File: src/rtl/apb_pkg.sv
// Shared types for the APB requester: FSM state encoding, response payload
// and byte-lane sizing for the default 32-bit data path.
package apb_pkg;

  localparam int APB_MAX_DATA_WIDTH = 32;
  localparam int DEFAULT_DATA_WIDTH = 32;
  localparam int STRB_WIDTH         = DEFAULT_DATA_WIDTH / 8;
  localparam int ALIGN_BITS         = $clog2(STRB_WIDTH);

  typedef enum logic [1:0] {
    ST_IDLE   = 2'd0,
    ST_SETUP  = 2'd1,
    ST_ACCESS = 2'd2,
    ST_RESP   = 2'd3
  } apb_state_e;

  // rdata is sized for the widest legal bus; narrower buses use the low lanes
  typedef struct packed {
    logic [APB_MAX_DATA_WIDTH-1:0] rdata;
    logic                          err;
    logic                          timeout;
  } apb_rsp_t;

endpackage

File: src/rtl/apb_wait_timer.sv
// Counts ACCESS cycles spent waiting for pready; expired flags the wait cycle
// that brings the count up to the limit.
module apb_wait_timer #(
  parameter int CNT_WIDTH = 8
) (
  input  logic                 pclk,
  input  logic                 preset,
  input  logic                 clear,
  input  logic                 enable,
  input  logic [CNT_WIDTH-1:0] limit,
  output logic                 expired
);

  logic [CNT_WIDTH-1:0] count_q;

  always_ff @(posedge pclk or posedge preset) begin
    if (preset) begin
      count_q <= '0;
    end else if (clear) begin
      count_q <= '0;
    end else if (enable) begin
      count_q <= count_q + CNT_WIDTH'(1);
    end
  end

  // Combinational so the FSM can leave ACCESS on the very edge the count hits the limit
  assign expired = enable && (count_q == (limit - CNT_WIDTH'(1)));

endmodule

File: src/rtl/apb_requester.sv
// Single-outstanding APB requester: turns a command into one SETUP/ACCESS
// transfer, with alignment checking and a bounded wait for pready.
module apb_requester
  import apb_pkg::*;
#(
  parameter int ADDR_WIDTH     = 32,
  parameter int DATA_WIDTH     = 32,
  parameter int TIMEOUT_CYCLES = 16
) (
  input  logic                    pclk,
  input  logic                    preset,
  input  logic                    cmd_valid,
  output logic                    cmd_ready,
  input  logic                    cmd_write,
  input  logic [ADDR_WIDTH-1:0]   cmd_addr,
  input  logic [DATA_WIDTH-1:0]   cmd_wdata,
  input  logic [DATA_WIDTH/8-1:0] cmd_strb,
  output logic                    rsp_valid,
  input  logic                    rsp_ready,
  output logic [DATA_WIDTH-1:0]   rsp_rdata,
  output logic                    rsp_err,
  output logic                    rsp_timeout,
  output logic                    psel,
  output logic                    penable,
  output logic                    pwrite,
  output logic [ADDR_WIDTH-1:0]   paddr,
  output logic [DATA_WIDTH-1:0]   pwdata,
  output logic [DATA_WIDTH/8-1:0] pstrb,
  input  logic                    pready,
  input  logic                    pslverr,
  input  logic [DATA_WIDTH-1:0]   prdata,
  output apb_state_e              dbg_state
);

  localparam int STRB_W = DATA_WIDTH / 8;
  localparam logic [ADDR_WIDTH-1:0] ALIGN_MASK = ADDR_WIDTH'(STRB_W - 1);
  localparam logic [7:0] TIMEOUT_LIMIT = 8'(TIMEOUT_CYCLES);

  // Handshakes: a command transfers on a rising edge with cmd_valid && cmd_ready,
  // a response on a rising edge with rsp_valid && rsp_ready; valid never waits on ready.
  apb_state_e state_q, state_d;
  apb_rsp_t   rsp_q;
  logic       accept, aligned;
  logic       timer_clr, timer_en, timer_expired;

  assign aligned = (cmd_addr & ALIGN_MASK) == '0;

  always_ff @(posedge pclk or posedge preset) begin
    if (preset) begin
      state_q <= ST_IDLE;
    end else begin
      state_q <= state_d;
    end
  end

  always_comb begin
    state_d   = state_q;
    accept    = 1'b0;
    timer_clr = 1'b0;
    timer_en  = 1'b0;
    case (state_q)
      ST_IDLE: begin
        if (cmd_valid) begin
          accept  = 1'b1;
          state_d = aligned ? ST_SETUP : ST_RESP;
        end
      end
      ST_SETUP: begin
        timer_clr = 1'b1;
        state_d   = ST_ACCESS;
      end
      ST_ACCESS: begin
        if (pready) begin
          state_d = ST_RESP;
        end else begin
          timer_en = 1'b1;
          if (timer_expired) state_d = ST_RESP;
        end
      end
      ST_RESP: begin
        if (rsp_ready) state_d = ST_IDLE;
      end
      default: state_d = ST_IDLE;
    endcase
  end

  apb_wait_timer #(.CNT_WIDTH(8)) u_wait_timer (
    .pclk    (pclk),
    .preset  (preset),
    .clear   (timer_clr),
    .enable  (timer_en),
    .limit   (TIMEOUT_LIMIT),
    .expired (timer_expired)
  );

  // Request fields are only loaded on accept, so they hold through SETUP and ACCESS
  always_ff @(posedge pclk or posedge preset) begin
    if (preset) begin
      paddr  <= '0;
      pwrite <= 1'b0;
      pwdata <= '0;
      pstrb  <= '0;
    end else if (accept && aligned) begin
      paddr  <= cmd_addr;
      pwrite <= cmd_write;
      pwdata <= cmd_write ? cmd_wdata : '0;
      pstrb  <= cmd_write ? cmd_strb : '0;
    end
  end

  always_ff @(posedge pclk or posedge preset) begin
    if (preset) begin
      rsp_q <= '0;
    end else if (accept && !aligned) begin
      rsp_q.rdata   <= '0;
      rsp_q.err     <= 1'b1;
      rsp_q.timeout <= 1'b0;
    end else if (state_q == ST_ACCESS && pready) begin
      rsp_q.rdata   <= (pwrite || pslverr) ? '0 : APB_MAX_DATA_WIDTH'(prdata);
      rsp_q.err     <= pslverr;
      rsp_q.timeout <= 1'b0;
    end else if (state_q == ST_ACCESS && timer_expired) begin
      rsp_q.rdata   <= '0;
      rsp_q.err     <= 1'b0;
      rsp_q.timeout <= 1'b1;
    end
  end

  assign cmd_ready   = (state_q == ST_IDLE);
  assign psel        = (state_q == ST_SETUP) || (state_q == ST_ACCESS);
  assign penable     = (state_q == ST_ACCESS);
  assign rsp_valid   = (state_q == ST_RESP);
  assign rsp_rdata   = rsp_q.rdata[DATA_WIDTH-1:0];
  assign rsp_err     = rsp_q.err;
  assign rsp_timeout = rsp_q.timeout;
  assign dbg_state   = state_q;

endmodule

File: config.mk
export PLATFORM = sky130hd
export DESIGN_NAME = apb_requester
export DESIGN_NICKNAME = d
export VERILOG_FILES = /design/src/rtl/apb_pkg.sv /design/src/rtl/apb_wait_timer.sv /design/src/rtl/apb_requester.sv
export SDC_FILE = /design/constraint.sdc
export NUM_CORES = 1
export LEC_CHECK = 0
export ABC_AREA = 1
export CAP_MARGIN = 10
export CORE_MARGIN = 1.5
export CORE_UTILIZATION = 41
export CTS_CLUSTER_SIZE = 30
export DETAILED_ROUTE_END_ITERATION = 12
export PLACE_DENSITY = 0.82
export SKIP_CTS_REPAIR_TIMING = 1
export SYNTH_ARGS = -nofsm -noshare
export SYNTH_HDL_FRONTEND = slang
export SYNTH_SLANG_ARGS = --single-unit
File: constraint.sdc
create_clock -name pclk -period 4.85 [get_ports pclk]
set_input_delay 0.97 -clock pclk [delete_from_list [all_inputs] [get_ports pclk]]
set_output_delay 0.97 -clock pclk [all_outputs]
set_load 0.03 [all_outputs]
Yosys cells after proc, flatten, opt, wreduce, memory -nomap -nowiden
Cells that the tools add are included.
{ "totals": {"register_bits": 113, "inputBits": 107, "out_inout_bits": 109, "elab_cells": 49} }
{ "classes": {"n_addsub": 1, "n_eq_ne": 7, "n_mux": 19, "n_reduce_logical": 13} }
{ "ops": {"columns": ["op", "n"], "rows": [
  ["34-bit two-way mux", 3],
  ["32-bit two-way mux", 2],
  ["32-bit zero test", 1],
  ["8-bit two-way mux", 2],
  ["2-bit two-way mux", 5],
  ["8-bit by 1-bit adder with 8-bit output, second input constant", 1],
  ["8-bit by 4-bit equality test with 1-bit output, second input constant", 1],
  ["2-bit case mux with 4 select lines", 1],
  ["1-bit logical AND", 5],
  ["1-bit two-way mux", 5],
  ["2-bit equality test, second input constant", 2],
  ["4-bit two-way mux", 1],
  ["3-bit by 1-bit inequality test with 1-bit output, second input constant", 1],
  ["3-bit AND reduction", 1],
  ["3-bit nonzero test", 1],
  ["2-bit by 1-bit equality test with 1-bit output, second input constant", 1],
  ["2-bit zero test", 1],
  ["1-bit logical OR", 2],
  ["2-bit by 1-bit inequality test with 1-bit output, second input constant", 1],
  ["2-bit inequality test, second input constant", 1],
  ["2-bit nonzero test", 1],
  ["1-bit zero test", 1]
]} }

Longest topological paths before layout
{ "depth": {"ltp_word": 7, "mapped_depth": 9, "depth_no_buf": 9} }

Hierarchy
From an unflattened synthesis, not the netlist that was laid out.
{ "hier_totals": {"hier_cells": 603, "area_unflattened_um2": 5216.3} }
{ "modules_own_cells": {"columns": ["mod", "instances", "cells_each", "area_per_inst_um2"], "rows": [
  ["apb_requester", 1, 491, 4516.8],
  ["apb_wait_timer", 1, 112, 699.4]
]} }

Least setup slack after synthesis
No wires, ideal clock.
{ "synth_timing": {"path_type": "register to output", "from": "register state_q[0] (netlist: dbg_state[0])", "to": "output port psel", "t_arrival_ns": 1.139, "t_required_ns": 3.880, "slack_ns": 2.741, "stages_incl_launch_ff": 3, "cell_sequence": "dfrtp_1 > inv_1 > ha_1"} }
{ "synth_between": {"elab_chain_len": 2, "word_cells_on_any_way": 3, "classes_between": "eq/ne (2); reduce/logical (1)"} }
{ "synth_rtl": {"columns": ["element", "line_no", "text"], "rows": [
  ["from (decl)", "apb_requester.sv:41", "apb_state_e state_q, state_d;"],
  ["from (signal assigned)", "apb_requester.sv:52", "state_q <= state_d;"],
  ["2-bit by 1-bit equality test with 1-bit output / 2-bit equality test (equally long branches)", "apb_requester.sv:130", "assign psel = (state_q == ST_SETUP) || (state_q == ST_ACCESS);"],
  ["1-bit logical OR *", "apb_requester.sv:130", null],
  ["to (decl)", "apb_requester.sv:23", "output logic psel,"]
]} }
Mark *: on every way between the ends. The rest lies on a longest branch, timed or not.

Worst setup path in the final report
Ends and elaborated chain as after synthesis.

==> out/results.txt <==
CTS tree - yes
Routed len/inst - 14.9 microns
Power Total - 5400 uW
Pre-CTS WS - 1.74 ns
Global-route wire length before repair - 20900 microns
Post-synth EDFFs - 0
Die Span Y - 110 microns
CP Max Fanout - 5
Tmin final - 2.95 ns
Global route overflow - 0
Fin. max-slew vios - 0
Reg clk slew, reported paths - 0.05 ns
Root Buffer - clkbuf_16
Die ar. - 12100 sq um
Clk buf depth - 2
CTS H-tree depth - 4
CP Launch Point - dbg_state[0]
Pint - 3230 uW
Initial Util - 42.6%
Crit path largest cell delay - 0.68 ns
Worst skew pair latency - 0.41 ns
Routability cong. - 0.788
Psw - 2180 uW
Pin count of the biggest net entering global routing - 83
Core Util, Final - 68.5%
Switching Fraction - 40.3%
Worst Path Arrival - 1.98 ns
I/O Pins - 216
Maximum vdd ir drop - 450 uV
Port buffer count - 215
Post-route ant nets - 0
Worst reg2reg startpoint - dbg_state[0]
Min-delay src - paddr[7]
Startpoint Class - flop
Total Routing Usage GR - 22.8%
Clock Skews - 0.00973 ns
Post-route DRC violation count - 0
Final setup fails - 0
Sequential element share of the synthesized area - 60.5%
Fmax achieved - 339 MHz
Filler Cell Count - 856
Die W - 110 microns
Cell taking the most area after synthesis - dfrtp_1
Final Routed Wirelength - 13400 microns
Netlist cell types - 23
Relative slew margins - 26.5%
Final Hold Fails - 0
Final Cycle Share - 60.8%
Combinational share of power - 46.1%
Most used flip-flop cell after synthesis - dfrtp_1
Post-Syn Area - 4680 sq um
Final-stage net count - 860
Top area cells in the synthesized netlist - dfrtp_1 60%, nand2_1 20%, nand3_1 8.0%
Synth Instances - 536
Most frequent cells in the layout - 255 x nand2_1, 215 x clkdlybuf4s50_1, 113 x dfrtp_1
Crit-path slowest cell - clkdlybuf4s50_1
Status - finished, final reports clean
Critical path required time - 3.88 ns
Vias - 4383
Worst-path cell chain - inv_1 -> ha_1 -> clkdlybuf4s50_1
Clk pwr share - 24.1%
Reg power frac - 29.8%
# diodes - 0
Asr flop ratio synth - 100%
Vias in the first global route - 4446
Layout cell share with drive strength beyond 1 - 5.79%
CTS sink count - 113
P_leak - 0.00371 uW
Final setup slack of the worst path - 1.90 ns
Kind of critical path - reg2out
P per Cell Area - 718 nW/um^2
HP Class - reg2reg
Initial antenna violation count - 0
Worst-Margin Slew - 1.10 ns
Crit. End Element - output pin
Max-cap violations - 0
Drt initial violations - 389
DRT Pass-1 Iters - 4
Detailed placer's ending HPWL - 9310 microns
RSZ-0062 raised after global routing - no
Mapped Nets - 649
Row cnt - 38
TritonCTS buffer count - 17
Syn avg cell area - 8.72 sq um
Final TNS setup - 0 ns
Core box area - 11000 sq um
Reg2Reg Setup Slack - 2.52 ns
Commonest non-fill, non-tap cell in the layout - nand2_1
Yosys top cell area share - 60.5%
Area grow syn2layout - 60.9%
Ys Warns - 0
Number of synthesized register bits - 113
Via-per-instance ratio - 4.87
==> sequential cells by signal (all words and copies together) (netlist names) <==
signal,flops
dbg_state,2
pstrb,4
u_wait_timer.count_q,8
paddr,32
rsp_rdata,32
rsp_timeout,1
pwrite,1
pwdata,32
rsp_err,1
==> layout make-up <==
type / count / area (sq um) / area share (%)
clock inverter: 14 / 189 / 2.51
timing repair buffer: 219 / 2190 / 29.1
tap: 140 / 175 / 2.33
sequential: 113 / 2830 / 37.6
multi-input combinational: 374 / 1620 / 21.5
clock buffer: 18 / 439 / 5.84
inverter: 22 / 85.1 / 1.13
==> final timing paths <==
kind	cells after the start	to
setup / recovery	3	psel
hold / removal	2	paddr[7]
setup reg to reg	7	rsp_rdata[9]
hold reg to reg	2	paddr[7]
max in group asynchronous	3	rsp_rdata[2]
min in group asynchronous	2	paddr[31]
==> cell usage after synthesis (2+ instances only) <==
cell type and count:
dfrtp_1 113, buf_4 4, nor2_1 17, a21oi_1 5, ha_1 6, inv_1 21, nor3_4 2, nand3_1 75
buf_6 3, buf_2 8, nand2_1 255, clkbuf_1 12, o21ai_0 5
==> worst max-delay path: cells and delay by family (launching register included) <==
family / cells / cell delay [ns]
flops: 1 / 0.44
fa+ha+maj: 1 / 0.34
buf+inv: 2 / 0.80
==> logic make-up (layout without fill, tap and decap cells) <==
group,Yosys count,count (layout),share of synthesized area [%]
AOI/OAI and AO/OA,12,12,1.39
and+or+nand+nor,356,356,31.6
adders and majority gates,6,6,1.61
buffers and inverters,49,273,4.95
DFF,113,113,60.5
==> routing by layer <==
| layer | vias to the layer above | part of all wire [%] | wire (microns) | track usage [%] |
|---|---|---|---|---|
| met5 | - | 0 | 0 | 0 |
| met4 | 0 | 0.76 | 102 | 7.42 |
| met3 | 7 | 11 | 1460 | 9.66 |
| met2 | 205 | 50 | 6710 | 39.0 |
| met1 | 2064 | 38 | 5150 | 25.6 |
| li1 | 2107 | - | - | - |
==> stage by stage <==
stage / cells / hold slack [ns] / cell area [sq um]
2_1_floorplan: 536 / 0.475 / 4680
3_3_place_gp: 867 / 0.452 / 6880
3_5_place_dp: 867 / 0.458 / 6880
4_1_cts: 899 / 0.472 / 7510
5_1_grt: 900 / 0.489 / 7520
6_report: 900 / 0.470 / 7520
==> power by group through the flow <==
stage | combinational (uW) | sequential (uW) | clock (uW)
after floorplan | 580 | 2380 | 0
after global placement | 2430 | 1590 | 0
after detailed placement | 2480 | 1610 | 0
after CTS | 2500 | 1610 | 1330
after global routing | 2650 | 1660 | 1370
final | 2490 | 1610 | 1300
No activity file was read; power rests on OpenSTA's default activity.
